### src/rtl/fifo_wr_arbiter.sv
`default_nettype none
// ============================================================================
// Module      : fifo_wr_arbiter
// Description : Round-robin arbiter that merges NUM_REQ word streams into one
//               FIFO write port. Optional burst mode: FIFO_ARB_BURST_EN.
// Revision    : 1.0 - initial release
// ============================================================================
module fifo_wr_arbiter #(
  parameter int NUM_REQ    = 3,
  parameter int DATA_WIDTH = 8,
  parameter int MAX_BURST  = 4
) (
  input  logic                          w_clk,
  input  logic                          w_rstn,
  input  logic [NUM_REQ-1:0]            req_valid,
  input  logic [NUM_REQ*DATA_WIDTH-1:0] req_data,
  output logic [NUM_REQ-1:0]            req_ready,
  input  logic                          full,
  output logic                          w_inc,
  output logic [DATA_WIDTH-1:0]         w_data,
  output logic [1:0]                    grant_id,
  output logic                          busy
);

  if (NUM_REQ < 2 || NUM_REQ > 4) begin : g_chk_num_req
    $error("fifo_wr_arbiter: NUM_REQ must be 2..4");
  end
  if (MAX_BURST < 2 || MAX_BURST > 16) begin : g_chk_max_burst
    $error("fifo_wr_arbiter: MAX_BURST must be 2..16");
  end

  typedef enum logic [0:0] {
    S_IDLE  = 1'b0,
    S_GRANT = 1'b1
  } state_t;

  state_t    state_q, state_d;
  logic [1:0] grant_id_q, grant_id_d;
  logic [1:0] last_id_q, last_id_d;

`ifdef FIFO_ARB_BURST_EN
  localparam int CNT_W = $clog2(MAX_BURST + 1);
  logic [CNT_W-1:0] cnt_q, cnt_d;
`endif

  logic                  granted;
  logic                  sel_valid;
  logic [DATA_WIDTH-1:0] sel_data;
  logic [2:0]            pick_last;
  logic [2:0]            pick_grant;

  // Returns {found, index} of the first valid requester after base; base
  // itself is considered last.
  function automatic logic [2:0] rr_pick(input logic [1:0] base,
                                         input logic [NUM_REQ-1:0] vld);
    logic [2:0] res;
    int         best;
    int         d;
    res  = '0;
    best = NUM_REQ + 1;
    for (int j = 0; j < NUM_REQ; j++) begin
      d = j - int'(base);
      if (d <= 0) d = d + NUM_REQ;
      if (vld[j] && d < best) begin
        best = d;
        res  = {1'b1, 2'(j)};
      end
    end
    return res;
  endfunction

  assign granted    = (state_q == S_GRANT) && w_rstn;
  assign pick_last  = rr_pick(last_id_q, req_valid);
  assign pick_grant = rr_pick(grant_id_q, req_valid);

  always_comb begin
    sel_valid = 1'b0;
    sel_data  = '0;
    req_ready = '0;
    for (int i = 0; i < NUM_REQ; i++) begin
      if (grant_id_q == 2'(i)) begin
        sel_valid    = req_valid[i];
        sel_data     = req_data[i*DATA_WIDTH +: DATA_WIDTH];
        req_ready[i] = granted && !full;
      end
    end
  end

  assign w_inc    = granted && sel_valid && !full;
  assign w_data   = granted ? sel_data : '0;
  assign busy     = granted;
  assign grant_id = grant_id_q;

  always_comb begin
    state_d    = state_q;
    grant_id_d = grant_id_q;
    last_id_d  = last_id_q;
`ifdef FIFO_ARB_BURST_EN
    cnt_d      = cnt_q;
`endif
    case (state_q)
      S_IDLE: begin
        if (pick_last[2]) begin
          state_d    = S_GRANT;
          grant_id_d = pick_last[1:0];
        end
      end
      default: begin
        if (full) begin
          state_d = S_GRANT;
        end else if (!sel_valid) begin
          state_d = S_IDLE;
`ifdef FIFO_ARB_BURST_EN
          cnt_d   = '0;
`endif
        end else begin
          last_id_d = grant_id_q;
`ifdef FIFO_ARB_BURST_EN
          if ((cnt_q + 1'b1) < CNT_W'(MAX_BURST)) begin
            cnt_d = cnt_q + 1'b1;
          end else begin
            cnt_d = '0;
            if (pick_grant[2]) grant_id_d = pick_grant[1:0];
            else               state_d    = S_IDLE;
          end
`else
          if (pick_grant[2]) grant_id_d = pick_grant[1:0];
          else               state_d    = S_IDLE;
`endif
        end
      end
    endcase
  end

  always_ff @(posedge w_clk) begin
    if (!w_rstn) begin
      state_q    <= S_IDLE;
      grant_id_q <= 2'd0;
      last_id_q  <= 2'(NUM_REQ - 1);
`ifdef FIFO_ARB_BURST_EN
      cnt_q      <= '0;
`endif
    end else begin
      state_q    <= state_d;
      grant_id_q <= grant_id_d;
      last_id_q  <= last_id_d;
`ifdef FIFO_ARB_BURST_EN
      cnt_q      <= cnt_d;
`endif
    end
  end

endmodule
`default_nettype wire
### config.mk
export PLATFORM = sky130hd
export DESIGN_NAME = fifo_wr_arbiter
export DESIGN_NICKNAME = d
export VERILOG_FILES = /design/src/rtl/fifo_wr_arbiter.sv
export SDC_FILE = /design/constraint.sdc
export NUM_CORES = 1
export LEC_CHECK = 0
export ABC_CLOCK_PERIOD_IN_PS = 3700
export CORE_MARGIN = 1.5
export CORE_UTILIZATION = 43
export CTS_CLUSTER_DIAMETER = 100
export CTS_CLUSTER_SIZE = 24
export DETAILED_ROUTE_END_ITERATION = 8
export PLACE_DENSITY = 0.88
export SKIP_LAST_GASP = 1
export SYNTH_ARGS = -nofsm -noshare
export SYNTH_HDL_FRONTEND = slang
export SYNTH_SLANG_ARGS = --single-unit
### constraint.sdc
create_clock -name w_clk -period 3.7 [get_ports w_clk]
set_input_delay 0.37 -clock w_clk [delete_from_list [all_inputs] [get_ports w_clk]]
set_output_delay 0.37 -clock w_clk [all_outputs]
set_load 0.005 [all_outputs]
---- Word level (Yosys, flattened, before mapping) ----
Index checks and enable logic that the tools add are counted.
operators by class
  shift-type cells ........................ 0
  multiply operators ...................... 0
  reductions and logical operators ........ 15
  multiplexer cells ....................... 36
  div/mod/pow operators ................... 0
  magnitude comparators ................... 12
  bitwise operators ....................... 1
  $add $sub $neg .......................... 12
  equality and inequality tests ........... 5
operators by type and width
  cell                                                            number
  two-way mux 32 bit                                              10
  < comparator 32 bit                                             4
  < comparator 32 x 4 -> 1 bit, second input constant             2
  two-way mux 8 bit                                               4
  adder 3 x 3 -> 4 bit, second input constant                     6
  less-or-equal comparator 3 x 1 -> 1 bit, second input constant  6
  two-way mux 3 bit                                               6
  subtractor 1 x 2 -> 3 bit, first input constant                 4
  two-way mux 1 bit                                               11
  logical AND 1 bit                                               10
  two-way mux 2 bit                                               5
  subtractor 2 x 2 -> 3 bit, first input constant                 2
  != test 2 x 1 -> 1 bit, second input constant                   2
  AND reduction 4 bit                                             1
  AND reduction 3 bit                                             1
  equality test 2 x 1 -> 1 bit, second input constant             1
  equality test 2 bit, second input constant                      1
  zero test 2 bit                                                 1
  != test 2 bit, second input constant                            1
  nonzero test 2 bit                                              1
  zero test 1 bit                                                 1
  NOT 1 bit                                                       1
storage, ports and cells
  ROM bits ................................ 0
  bits in latches ......................... 0
  memory bits (writable) .................. 0
  output and inout bits ................... 15
  flip-flop bits (word level) ............. 5
  input port bits ......................... 30
  memories ................................ 0

---- Logic depth before layout (Yosys ltp) ----
  depth after elaboration ................. 16
  mapped depth ............................ 17
  depth with buffers taken out ............ 17

---- Worst setup path after synthesis ----
No wires, ideal clock.
  path kind ............................... register to register
  start point ............................. register last_id_q[0]
  end point ............................... register grant_id_q[0] (netlist: grant_id[0])
  data required time ...................... 3.604 ns
  setup time .............................. 0.096 ns
  clock period less this slack ............ 3.661 ns
  cell stages (with the launch flop) ...... 17
  arrival time ............................ 3.565 ns
  slack ................................... 0.039 ns
  path through ............................ dfxtp_1 > inv_1 > ha_1 > xnor2_1 > nand2_1 > ha_1 > o21ai_0 > o21ai_2 > nand2_1 > nand2_1 > mux2_2 > ha_1 > or3b_1 > o21ai_0 > a22o_2 > a211oi_1 > o41ai_2
between the ends
  cells in the longest elaborated chain, start to end .. 14
  elaborated cells between the ends (all ways) .. 27
  classes of those cells .................. add/sub: 6; order compare: 6; mux: 10; reduce/logical: 5
RTL lines
  item                                                                             RTL line  source
  from (decl)                                                                      39        logic [1:0] last_id_q, last_id_d;
  from (signal assigned)                                                           139       last_id_q <= 2'(NUM_REQ - 1);
  from (signal assigned)                                                           146       last_id_q <= last_id_d;
  subtractor 1 x 2 -> 3 bit                                                        62        d = j - int'(base);
  adder 3 x 3 -> 4 bit or less-or-equal comparator 3 x 1 -> 1 bit (tied branches)  63        if (d <= 0) d = d + NUM_REQ;
  two-way mux 32 bit                                                               63
  < comparator 32 x 4 -> 1 bit                                                     64        if (vld[j] && d < best) begin
  logical AND 1 bit                                                                64
  two-way mux 32 bit                                                               64
  < comparator 32 bit                                                              64
  logical AND 1 bit                                                                64
  two-way mux 32 bit                                                               64
  < comparator 32 bit                                                              64
  logical AND 1 bit                                                                64
  two-way mux 3 bit *                                                              64
  nonzero test 2 bit (no line) or two-way mux 2 bit (tied branches)                n/a
  AND reduction 4 bit (no line) or two-way mux 2 bit (tied branches)               n/a
  to (signal assigned)                                                             145       grant_id_q <= grant_id_d;
  to (decl)                                                                        38        logic [1:0] grant_id_q, grant_id_d;
Every way passes the cells marked *; elsewhere a longest branch is shown, timed or not. The select of a mux whose other input is x is not followed.
A chain may end at the register's enable or synchronous reset.

---- Final worst setup path ----
Ends and elaborated chain as after synthesis.

==> results.json <==
{
  "status": "complete, no violations",
  "clock_skew_ps": 9.17,
  "synth_compound_area_frac": 0.319,
  "drt_iter0_drc": 64,
  "final_nets": 304,
  "drtPass1Iterations": 4,
  "via_per_inst": 5.57,
  "power_density_nw_per_um2": 714,
  "synth_edf_count": 0,
  "synth_xor_area_frac": 0.0248,
  "power.total_uw": 1550,
  "syn2layout_area_growth_pct": 54.1,
  "die_h_um": 60.3,
  "coreArea_um2": 3080,
  "most-common-layout-cells": "clkdlybuf4s50_1, ha_1, nand2_1, buf_4, inv_1",
  "swShare": 0.488,
  "ant_nets": 0,
  "avgSynthCellArea_um2": 7.72,
  "start_util": 0.459,
  "p_switching_uw": 759,
  "synthArstFlopShare": 0,
  "drt-total-wl_um": 4750,
  "hold_path_class": "flip-flop to flip-flop",
  "cts_root_buffer": "clkbuf_4",
  "holdWs_ps": 643,
  "ys_ff_latch": 5,
  "path_max_fanout": 4,
  "grt_max_degree": 14,
  "antenna_cells": 0,
  "cts_buffer_depth": 2,
  "grt_pass1_vias": 1535,
  "finalMaxSlewViolations": 0,
  "drive_gt1_frac": 0.206,
  "required_ps": 3830,
  "max_cap_violations": 0,
  "leakage_uw": 0.000928,
  "cts_sinks": 5,
  "die_area_um2": 3640,
  "hold_viol": 0,
  "synth.cell_area_um2": 1410,
  "clk_pin_slew_worst_paths_ps": 50,
  "syn_inst": 183,
  "yosysTopAreaCellShare": 0.230,
  "portBuffers": 44,
  "grt_remaining_overflow": 0,
  "setup_viol": 0,
  "p_clk_frac": 0.041,
  "track_usage": 0.248,
  "start_kind": "flip-flop",
  "synthFlopType": "dfxtp_1",
  "crit_type": "flip-flop to flip-flop",
  "min_period_over_period": 0.973,
  "crit_path_end_kind": "flip-flop",
  "relSlewSlack": 0.524,
  "vdd_drop_max_uv": 367,
  "via_count": 1620,
  "synthSimpleGateAreaFrac": 0.247,
  "yosysSeqAreaShare": 0.0709,
  "synthAdderAreaFrac": 0.230,
  "synth_top_area_cell": "ha_1",
  "synth_nets": 239,
  "synth_top_family_by_area": "compound AO/OA/AOI/OAI gates",
  "wire_per_inst_um": 16.3,
  "clk_latency_ps": 250,
  "num_io_pins": 45,
  "timing.final.crit_period_ps": 3600,
  "cts_tree": "yes",
  "grt_pass1_wl_um": 6860,
  "dpl.hpwl_um": 3620,
  "synth_area_leaders": "ha_1, dfxtp_1, o21ai_0",
  "crit_arrival_ps": 3730,
  "antenna_found_initial": 0,
  "fmax_mhz": 278,
  "tightest_slew_ps": 711,
  "seq_power_share": 0.053,
  "final_common_cell": "clkdlybuf4s50_1",
  "place_congestion": 0.902,
  "stdcell_count": 291,
  "synth_cell_types": 48,
  "cts_max_level": 1,
  "rows": 20,
  "fp.dieW_um": 60.3,
  "route.detailed.drc": 0,
  "synth_warnings": 0,
  "place_inst": 287,
  "hold_buffers": 0,
  "numCtsBuffers": 3,
  "p_int_uw": 796,
  "tns_ps": 0,
  "synth_mux_area_frac": 0.0443,
  "p_comb_frac": 0.906
}
[flip-flops by register name, indices dropped and copies added (netlist names)]
name and count:
grant_id 2, last_id_q 2, state_q 1
[synthesized netlist by cell type, types with 2 or more instances]
cell       n
nor3_1     2
nor2_1    14
nor3b_1    2
a21o_1     2
xnor2_1    4
nand2b_1   4
ha_1      26
inv_1     19
a21oi_1    5
a211o_1    2
clkbuf_1   4
o21ai_1    2
and2_1     3
mux2i_1    4
nand2_1   20
a221o_1    8
o21ai_0   17
mux2_2     2
and4bb_1   3
a311oi_1   2
nand3b_1   2
dfxtp_1    5
nor2b_1    3
a211oi_1   4
[area by class of cell]
class / count / area (um2)
Clock buffer: 4 / 26.3
Fill cell: 232 / 901
Inverter: 20 / 75.1
Multi-Input combinational cell: 154 / 1330
Sequential cell: 5 / 100
Tap cell: 44 / 55.1
Timing Repair Buffer: 64 / 591
[path summary, 6_finish.rpt]
kind / startpoint / end / slack (ps) / depth (start not counted)
max: last_id_q[0] / grant_id[0] / 100 / 17
min: state_q / state_q / 640 / 1
max reg2reg: last_id_q[0] / grant_id[0] / 100 / 17
min reg2reg: state_q / state_q / 640 / 1
[power by group through the flow]
stage               sequential (uW)  clock, uW  combinational [uW]
global placement               81.4          0                1200
detailed placement             81.5          0                1250
finish                         82.3       63.9                1410
CTS                            81.1       63.7                1260
floorplan                      95.0          0                 804
global route                   84.4       69.1                1540
[per-stage QoR]
step | setup slack [ps] | utilization | instance area (um2)
after global placement | -8.73 | 0.664 | 2040
final | 101 | 0.707 | 2180
after global routing | -60.0 | 0.707 | 2180
after CTS | 1.71 | 0.672 | 2070
after floorplan | 39.1 | - | 1410
after detailed placement | -106 | 0.664 | 2040
[critical path, stage by stage, from the launching register on]
cell and delay (ps):
dfxtp_1 330, inv_1 110, ha_2 240, xnor2_2 210, nand2b_4 180, ha_1 250
nor3b_2 170, o21ai_2 70, nand2_1 70, nand2_1 90, buf_4 140, mux2_2 340
ha_1 310, o21a_1 190, o21ai_4 70, a22o_4 240, a2111o_1 410, o41ai_2 70
[repair_timing]
| action | in CTS | in global routing |
|---|---|---|
| pin swaps | 0 | 1 |
| endpoints found under the setup margin | 1 | 2 |
| gates resized for setup | 1 | 20 |
| setup buffers | 0 | 0 |
[layer usage]
layer | track usage | wire [um] | vias up
li1 | - | - | 807
met2 | 0.438 | 2510 | 46
met5 | 0 | 0 | -
met4 | 0.0603 | 155 | 0
met3 | 0.0433 | 190 | 16
met1 | 0.310 | 1890 | 751
[logic make-up (layout without fill, tap and decap cells)]
| logic type | after synthesis | after routing |
|---|---|---|
| AO/OA/AOI/OAI | 58 | 58 |
| adder cells (fa/ha/maj) | 26 | 26 |
| XOR/XNOR | 4 | 4 |
| AND/OR/NAND/NOR | 60 | 60 |
| multiplexers | 6 | 6 |
| flip-flops | 5 | 5 |
| buffers and inverters | 24 | 88 |
(Power assumes the default switching activity.)
==> edit (same settings) <==
`DATA_WIDTH`: 8 -> 6.
--- a/src/rtl/fifo_wr_arbiter.sv
+++ b/src/rtl/fifo_wr_arbiter.sv
@@ -7,7 +7,7 @@
 // ============================================================================
 module fifo_wr_arbiter #(
   parameter int NUM_REQ    = 3,
-  parameter int DATA_WIDTH = 8,
+  parameter int DATA_WIDTH = 6,
   parameter int MAX_BURST  = 4
 ) (
   input  logic                          w_clk,
Ports: changed (resized req_data and w_data); port bits go from 45 to 37. No check against the original RTL was run, so the function may have changed too.
==> edit against the unedited design <==
Final area is 6.6% lower; global-route usage fell by 3.3 points; synthesized area down 1.7%; worst setup slack improved by 0.079 ns; sequential power is 2% higher; total power down 9.0%; core utilization decreased by 4.1 points; clock power is 2% higher; sequential share of layout area is 0.38 points higher; synthesized cell count fell by 3.3%; clock skew shrank 0.00051 ns; routed wire length is 18% lower; sequential cell count stayed put; largest power group unchanged; highest routed layer unchanged.
==> edit: results (changes against the unedited design) <==
stage	metric	value	unit	change
grt	met3 Track Usage GR	4.55	%	was 4.33%
placement	HPWL after DPL	3050	um	was 3620 um
synthesis	syn_area_per_cell	7.85	um^2	was 7.72 um^2
routing	WL met3	200	um	was 190 um
cells_and_area	multi-input gates	148		was 154
routing	wire length on met2	1950	um	was 2510 um
placement	placed instance area	1880	um^2	was 2040 um^2
cells_and_area	Signal buffers	51		was 64
synthesis	ranking of synthesized cells by area	ha_1 (23%), dfxtp_1 (7.2%), o21ai_0 (6.1%)		was ha_1 (23%), dfxtp_1 (7.1%), o21ai_0 (6.0%)
pwr	Pint	729	uW	was 796 uW
routing	met1 WL	1700	um	was 1890 um
cells_and_area	Clock-cell share	1.35	%	was 1.21%
grt	vias in the first global route	1421		was 1535
sta	Fin Hold WS	0.634	ns	was 0.643 ns
cells_and_area	fraction of area in registers	4.98	%	was 4.60%
placement	gpl congestion	0.855		was 0.902
grt	Tot GR Track Use	21.5	%	was 24.8%
routing	final wirelength	3880	um	was 4750 um
synthesis	synth unique cells	51		was 48
grt	M1 GR Usage	26.0	%	was 31.0%
sta	Tcrit/Tclk final	95.1	%	was 97.3%
synthesis	net count after synthesis	227		was 239
pwr	clock network power share	4.6	%	was 4.1%
synthesis	Mapped Area	1390	um^2	was 1410 um^2
sta	Clock Skew	0.00866	ns	was 0.00917 ns
run_status	status	complete, no violations		unchanged
critical_path	Reg2Reg Setup Slack	0.18	ns	was 0.10 ns
critical_path	RR Endpoint	grant_id[1]$_SDFFE_PN0P_		was grant_id[0]$_SDFFE_PN0P_
cells_and_area	Fillers	235		was 232
pwr	Pwr per Cell Area	696	nW/um^2	was 714 nW/um^2
cells_and_area	buffering overhead	23.2	%	was 27.1%
routing	vias post-DR	1516		was 1620
grt	global-route wire length before repair	5980	um	was 6860 um
cells_and_area	fraction of layout cells with a size suffix above 1	27.2	%	was 20.6%
critical_path	CP Max Fanout	5		was 4
synthesis	register area share after synthesis	7.21	%	was 7.09%
pwr	worst vdd ir	366	uV	was 367 uV
placement	placed cell count	267		was 287
cells_and_area	fin nets	279		was 304
placement	DP Worst Slack	-0.162	ns	was -0.106 ns
pwr	Pleak	0.000869	uW	was 0.000928 uW
pwr	sequential power	83.9	uW	was 82.3 uW
## edit: logic make-up (layout without fill, tap and decap cells)
group / count (synthesis) / count (layout) / synth area share (%)
buf+inv: 24 / 75 / 7.93
fa+ha+maj: 26 / 26 / 23.4
flops: 5 / 5 / 7.21
simple gates: 58 / 58 / 24.6
mux: 6 / 6 / 4.50
compound gates: 54 / 54 / 29.8
xor+xnor: 4 / 4 / 2.52
## edit: worst max-delay path, cell delays in order (launching register included)
cell       delay, ns
dfxtp_2         0.35
inv_4           0.07
ha_4            0.27
xnor2_1         0.10
nand2_1         0.10
ha_2            0.34
o21ai_1         0.08
o21ai_2         0.16
nand2_1         0.07
nand2_1         0.10
buf_4           0.14
mux2_2          0.33
ha_1            0.31
o21a_1          0.15
o21ai_2         0.08
a22o_4          0.24
a2111oi_2       0.39
a311oi_1        0.09
## edit: timing repair
action	4_1_cts	5_1_grt
setup buffers	0	1
gates resized for setup	6	20
setup endpoints to repair	2	3
pin swaps	2	5
